--- src/rtl/lsu_pkg.sv ---
// lsu_pkg -- shared types and constants for the memory-stage load/store unit.
//   load_funct3_e  : RV32I load funct3 encodings (LB, LH, LW, LBU, LHU)
//   store_funct3_e : RV32I store funct3 encodings (SB, SH, SW)
//   lsu_state_e    : handshake FSM states (IDLE, WAIT)
//   BE_*           : byte-enable base patterns, shifted into place by offset
package lsu_pkg;

  localparam int unsigned XLEN = 32;

  // Loads and stores reuse the same funct3 values, so they live in two enums.
  typedef enum logic [2:0] {
    LB  = 3'b000,
    LH  = 3'b001,
    LW  = 3'b010,
    LBU = 3'b100,
    LHU = 3'b101
  } load_funct3_e;

  typedef enum logic [2:0] {
    SB = 3'b000,
    SH = 3'b001,
    SW = 3'b010
  } store_funct3_e;

  typedef enum logic {
    ST_IDLE = 1'b0,
    ST_WAIT = 1'b1
  } lsu_state_e;

  localparam logic [3:0] BE_NONE = 4'b0000;
  localparam logic [3:0] BE_BYTE = 4'b0001;
  localparam logic [3:0] BE_HALF = 4'b0011;
  localparam logic [3:0] BE_WORD = 4'b1111;

endpackage

--- src/rtl/lsu_load_align.sv ---
// lsu_load_align -- combinational load formatter.
// Selects the byte/halfword lane of a raw memory word by the access offset
// and sign- or zero-extends it according to the load funct3.
//   raw_i    in  32  raw word from data memory
//   funct3_i in  3   load funct3
//   off_i    in  2   byte offset of the access (addr[1:0])
//   data_o   out 32  formatted load data (0 for unknown funct3)
module lsu_load_align
  import lsu_pkg::*;
(
  input  logic [XLEN-1:0] raw_i,
  input  logic [2:0]      funct3_i,
  input  logic [1:0]      off_i,
  output logic [XLEN-1:0] data_o
);

  logic [7:0]  byte_s;
  logic [15:0] half_s;

  // Lane select followed by extension
  always_comb begin
    byte_s = raw_i[{off_i, 3'b000} +: 8];
    // Halfword lane uses only addr[1]; addr[0] is ignored by design.
    half_s = off_i[1] ? raw_i[31:16] : raw_i[15:0];
    case (funct3_i)
      LB:      data_o = {{24{byte_s[7]}}, byte_s};
      LH:      data_o = {{16{half_s[15]}}, half_s};
      LW:      data_o = raw_i;
      LBU:     data_o = {24'h000000, byte_s};
      LHU:     data_o = {16'h0000, half_s};
      default: data_o = 32'h0000_0000;
    endcase
  end

endmodule

--- src/rtl/mem_stage_lsu.sv ---
// mem_stage_lsu -- memory-stage load/store unit of the RV32I pipeline.
// Turns MEM-stage load/store control into a req/gnt/rvalid data-memory
// transaction and returns formatted load data, stalling the pipeline until
// the access completes.
// Ports:
//   CLK, RSTn              clock, synchronous active-low reset
//   MemReadM, MemWriteM    load / store in the memory stage (mutually exclusive)
//   Funct3M                access size and sign
//   ALUResultM             effective byte address
//   WriteDataM             store source value
//   ReadDataM              formatted load data (held between loads)
//   StallM                 freeze the upstream pipeline registers
//   MisalignM              misaligned access flag (only with LSU_MISALIGN_CHK_EN)
//   DMemReq/We/Addr/Be/WData  request side of the data-memory port
//   DMemGnt, DMemRValid, DMemRData  response side of the data-memory port
// Configuration macro: LSU_MISALIGN_CHK_EN -- when defined, misaligned
// halfword/word accesses are flagged and suppressed instead of issued.
module mem_stage_lsu
  import lsu_pkg::*;
#(
  parameter int unsigned WIDTH = 32
) (
  input  logic             CLK,
  input  logic             RSTn,
  input  logic             MemReadM,
  input  logic             MemWriteM,
  input  logic [2:0]       Funct3M,
  input  logic [WIDTH-1:0] ALUResultM,
  input  logic [WIDTH-1:0] WriteDataM,
  output logic [WIDTH-1:0] ReadDataM,
  output logic             StallM,
`ifdef LSU_MISALIGN_CHK_EN
  output logic             MisalignM,
`endif
  output logic             DMemReq,
  output logic             DMemWe,
  output logic [WIDTH-1:0] DMemAddr,
  output logic [3:0]       DMemBe,
  output logic [WIDTH-1:0] DMemWData,
  input  logic             DMemGnt,
  input  logic             DMemRValid,
  input  logic [WIDTH-1:0] DMemRData
);

  lsu_state_e       state_q, state_d;
  logic [2:0]       f3_q;
  logic [1:0]       off_q;
  logic [WIDTH-1:0] raw_q;

  logic             access_s;
  logic             misalign_s;
  logic             load_grant_s;
  logic             rvalid_take_s;
  logic [3:0]       store_be_s;
  logic [WIDTH-1:0] store_wdata_s;
  logic [WIDTH-1:0] align_raw_s;
  logic [WIDTH-1:0] align_data_s;

  assign access_s      = MemReadM | MemWriteM;
  assign rvalid_take_s = (state_q == ST_WAIT) & DMemRValid;

`ifdef LSU_MISALIGN_CHK_EN
  assign misalign_s = ((Funct3M[1:0] == 2'b01) & ALUResultM[0]) |
                      ((Funct3M[1:0] == 2'b10) & (ALUResultM[1:0] != 2'b00));
  assign MisalignM  = RSTn & (state_q == ST_IDLE) & access_s & misalign_s;
`else
  assign misalign_s = 1'b0;
`endif

  // Store byte enables and lane-replicated write data
  always_comb begin
    store_be_s    = BE_NONE;
    store_wdata_s = WriteDataM;
    case (Funct3M)
      SB: begin
        store_be_s    = BE_BYTE << ALUResultM[1:0];
        store_wdata_s = {4{WriteDataM[7:0]}};
      end
      SH: begin
        store_be_s    = BE_HALF << {ALUResultM[1], 1'b0};
        store_wdata_s = {2{WriteDataM[15:0]}};
      end
      SW: begin
        store_be_s    = BE_WORD;
        store_wdata_s = WriteDataM;
      end
      default: begin
        store_be_s    = BE_NONE;
        store_wdata_s = WriteDataM;
      end
    endcase
  end

  // The arriving word is formatted directly so data is usable in the rvalid cycle
  assign align_raw_s = rvalid_take_s ? DMemRData : raw_q;

  lsu_load_align u_align (
    .raw_i    (align_raw_s),
    .funct3_i (f3_q),
    .off_i    (off_q),
    .data_o   (align_data_s)
  );

  // FSM next state and all combinational outputs
  always_comb begin
    state_d      = state_q;
    load_grant_s = 1'b0;
    DMemReq      = 1'b0;
    DMemWe       = 1'b0;
    DMemAddr     = '0;
    DMemBe       = BE_NONE;
    DMemWData    = '0;
    StallM       = 1'b0;
    ReadDataM    = align_data_s;
    if (!RSTn) begin
      // Outputs read as zero while reset is held.
      ReadDataM = '0;
    end else begin
      case (state_q)
        ST_IDLE: begin
          if (access_s && misalign_s) begin
            ReadDataM = '0;
          end else if (access_s) begin
            DMemReq   = 1'b1;
            DMemWe    = MemWriteM;
            DMemAddr  = {ALUResultM[WIDTH-1:2], 2'b00};
            DMemBe    = MemWriteM ? store_be_s : BE_WORD;
            DMemWData = MemWriteM ? store_wdata_s : '0;
            if (DMemGnt && MemReadM) begin
              StallM       = 1'b1;
              load_grant_s = 1'b1;
              state_d      = ST_WAIT;
            end else if (DMemGnt) begin
              StallM = 1'b0;
            end else begin
              StallM = 1'b1;
            end
          end else begin
            StallM = 1'b0;
          end
        end
        ST_WAIT: begin
          if (DMemRValid) begin
            StallM  = 1'b0;
            state_d = ST_IDLE;
          end else begin
            StallM = 1'b1;
          end
        end
        default: state_d = ST_IDLE;
      endcase
    end
  end

  // State, captured load attributes and held raw load word
  always_ff @(posedge CLK) begin
    if (!RSTn) begin
      state_q <= ST_IDLE;
      f3_q    <= 3'b000;
      off_q   <= 2'b00;
      raw_q   <= '0;
    end else begin
      state_q <= state_d;
      if (load_grant_s) begin
        f3_q  <= Funct3M;
        off_q <= ALUResultM[1:0];
      end
      if (rvalid_take_s) begin
        raw_q <= DMemRData;
      end
    end
  end

endmodule

--- config.mk ---
export PLATFORM = sky130hd
export DESIGN_NAME = mem_stage_lsu
export DESIGN_NICKNAME = d
export VERILOG_FILES = /design/src/rtl/lsu_pkg.sv /design/src/rtl/lsu_load_align.sv /design/src/rtl/mem_stage_lsu.sv
export SDC_FILE = /design/constraint.sdc
export NUM_CORES = 1
export LEC_CHECK = 0
export ABC_CLOCK_PERIOD_IN_PS = 3200
export CORE_AREA = 10 10 90 92
export CTS_CLUSTER_DIAMETER = 30
export DETAILED_ROUTE_END_ITERATION = 10
export DIE_AREA = 0 0 100 102
export DONT_BUFFER_PORTS = 1
export GPL_TIMING_DRIVEN = 1
export PLACE_DENSITY = 0.79
export SYNTH_ARGS = -nofsm -noshare
export SYNTH_HDL_FRONTEND = slang
export SYNTH_HIERARCHICAL = 1
export SYNTH_SLANG_ARGS = --single-unit
export TNS_END_PERCENT = 10
--- constraint.sdc ---
create_clock -name CLK -period 3.2 [get_ports CLK]
set_clock_uncertainty 0.05 [all_clocks]
set_input_delay 0.64 -clock CLK [delete_from_list [all_inputs] [get_ports CLK]]
set_output_delay 0.64 -clock CLK [all_outputs]
set_load 0.01 [all_outputs]
==> results.py <==
metrics = {
    "status": {
        "status": "finished, final reports clean",
    },
    "clock_tree": {
        "clk_pin_slew_ps": 70,
        "cts_made_buffers": 5,
        "cts_tree": "built",
        "clockBufferDepth": 2,
        "cts_hold_buf": 0,
        "clk_latency_ps": 290,
        "htreeDepth": 2,
        "cts_root_buf": "clkbuf_8",
        "cts-resized-gates": 0,
        "cts_setup_buffers": 0,
        "cts_sinks": 38,
    },
    "setup_path": {
        "rrSetupSlack_ps": 1680,
        "cpMostUsedCell": "mux2_2",
        "arrival_ps": 2300,
        "r2r-start": "state_q",
        "cp_top_family": "multiplexers",
        "end_kind": "primary output",
        "slowest_stage": "mux2_2",
        "startpoint_type": "flop",
        "path_depth": 7,
        "critical_path_class": "reg2out",
        "crit_chain": "nand2_2, mux2_2, mux2_2, a22oi_4, buf_12, o221ai_1, and2_1",
        "required_ps": 2510,
        "rr_endpoint": "raw_q[0]",
        "cp_max_fo": 25,
        "cpPeakStageDelay_ps": 410,
        "r2r_cells": 4,
        "path_buf_inv": 1,
    },
    "sta": {
        "fmax_mhz": 335,
        "whs_ps": 394,
        "rsz0062_at_grt": "false",
        "fin_crit_sh": 0.933,
        "tns_ps": 0,
        "finalSetupViolations": 0,
        "slew_headroom": 0.318,
        "worstMarginPinSlew_ps": 1020,
        "min_period_ps": 2990,
        "layout_setup_ws_ps": 213,
        "slew_viol_final": 0,
        "hold_viol": 0,
    },
    "grt": {
        "grt_pass1_wl_mm": 16.6,
        "antenna_found_initial": 0,
        "grt_pass1_vias": 2938,
        "grt-ovfl-total": 0,
        "grt_max_degree": 74,
        "grt_use_total": 0.200,
    },
    "synth": {
        "syn_area_um2": 3390,
        "synth-warning-count": 6,
        "avgSynthCellArea_um2": 7.98,
        "synth.distinct_cells": 38,
        "netlist_instances": 425,
        "seq_area_frac_synth": 0.224,
        "ys_seq_elements": 38,
    },
    "power": {
        "ir_drop_uv": 159,
        "p_leak_nw": 1.55,
        "p_per_area_nw_per_um2": 330,
    },
    "placement": {
        "hpwl_mm": 9.23,
        "io_buffer_count": 0,
        "place_ws_ps": 236,
        "placed_area_um2": 3350,
        "gp_congestion": 0.870,
    },
    "floorplan": {
        "pin_count": 208,
        "die-area_um2": 10200,
        "core_region_area_um2": 6280,
        "start_util": 0.540,
        "die_h_um": 102,
        "rows": 29,
        "chipWidth_um": 100,
    },
    "route": {
        "vias": 3108,
        "viasPerCell": 6.50,
        "wirelength_mm": 11.4,
        "wire_per_inst_um": 23.8,
        "antenna_left": 0,
        "drt-pass1-iter-count": 5,
        "drt_iter0_markers": 301,
        "drc": 0,
    },
    "worst_hold_path": {
        "hp-start": "DMemRValid",
        "whs_path_depth": 1,
        "min_to": "state_q",
        "hold_class": "in2reg",
    },
    "cells_and_area": {
        "fin_area_um2": 3440,
        "fin_nets": 505,
        "area_growth_pct": 1.36,
        "diodes": 0,
        "layout_common_cells": "and2_1 (66), nand2_1 (44), and3_1 (38), dfxtp_1 (38), mux2_4 (29)",
        "post-route-util": 0.548,
        "final_common_cell": "and2_1",
        "fillers": 573,
        "drive_above_1_share": 0.162,
    },
    "flow_run": {
        "drv_cap": 0,
    },
}
## synth_stat cells
cell type | n | area [um2]
and2_1 | 66 | 413
nand2_1 | 44 | 165
and3_1 | 38 | 238
dfxtp_1 | 38 | 761
mux2_4 | 29 | 435
a21oi_1 | 21 | 105
clkbuf_1 | 21 | 78.8
o21ai_0 | 19 | 95.1
o211ai_1 | 17 | 128
mux2i_1 | 16 | 160
nand3_1 | 16 | 80.1
nor2_1 | 13 | 48.8
buf_2 | 12 | 60.1
mux2_2 | 11 | 124
a211oi_1 | 8 | 60.1
o221ai_1 | 6 | 52.6
buf_4 | 5 | 37.5
buf_6 | 5 | 56.3
nor3_1 | 5 | 25.0
a221o_1 | 4 | 40.0
a22oi_1 | 3 | 22.5
inv_1 | 3 | 11.3
o21bai_1 | 3 | 22.5
o22ai_1 | 3 | 18.8
or2_2 | 3 | 18.8
nand2_2 | 2 | 12.5
nand2b_1 | 2 | 12.5
nor2b_1 | 2 | 12.5
a211o_1 | 1 | 8.76
a21o_1 | 1 | 7.51
a22oi_4 | 1 | 21.3
and2b_1 | 1 | 7.51
and4b_1 | 1 | 10.0
conb_1 | 1 | 3.75
nand2b_2 | 1 | 8.76
nor3b_1 | 1 | 7.51
nor3b_2 | 1 | 12.5
o311a_1 | 1 | 10.0
## layer usage
layer / up-vias / part of all wire / wire, um / GRT usage
li1: 1446 / - / - / -
met1: 1423 / 0.37 / 4220 / 0.233
met2: 223 / 0.49 / 5550 / 0.328
met3: 16 / 0.12 / 1420 / 0.0864
met4: 0 / 0.017 / 189 / 0.0565
met5: - / 0 / 0 / 0
## state kept, by name (all words and copies together), names as in the netlist
name and count:
raw_q 32, off_q 2, state_q 1, f3_q 3
## metrics by stage
step	std cells	power, mW
after floorplan	426	0.772
after global placement	470	0.800
after detailed placement	470	0.806
after CTS	478	1.14
final	478	1.14
after global routing	478	1.19
## worst max-delay path by stage
| stage | endpoint | slack (ps) | startpoint |
|---|---|---|---|
| after floorplan | ReadDataM[15] | 270 | DMemRValid |
| after global placement | ReadDataM[27] | 300 | DMemRValid |
| after detailed placement | ReadDataM[11] | 240 | DMemRValid |
| after CTS | ReadDataM[10] | 210 | state_q |
| after global routing | ReadDataM[13] | 100 | state_q |
| final | ReadDataM[10] | 210 | state_q |
## logic make-up after synthesis
family	after synthesis	share of synthesized area
compound gates	88	0.174
other cells	1	0.00111
simple gates	196	0.316
buf+inv	46	0.0719
mux	56	0.212
flops	38	0.224
## final cells by class
type	instances	area, um2	share of cell area
clock buffer	7	86.3	0.0251
multi-input combinational	342	2390	0.695
inverter	3	11.3	0.00328
sequential	38	761	0.221
timing repair buffer	10	87.6	0.0255
tap	77	96.3	0.0280
clock inverter	1	5.00	0.00146
## where the power goes
part	total (mW)	switching [mW]	leakage [nW]	internal (mW)
Sequential	0.500	0.0118	0.308	0.488
Clock	0.339	0.165	0.0482	0.174
Combinational	0.297	0.180	1.19	0.117
(Power assumes the default switching activity.)
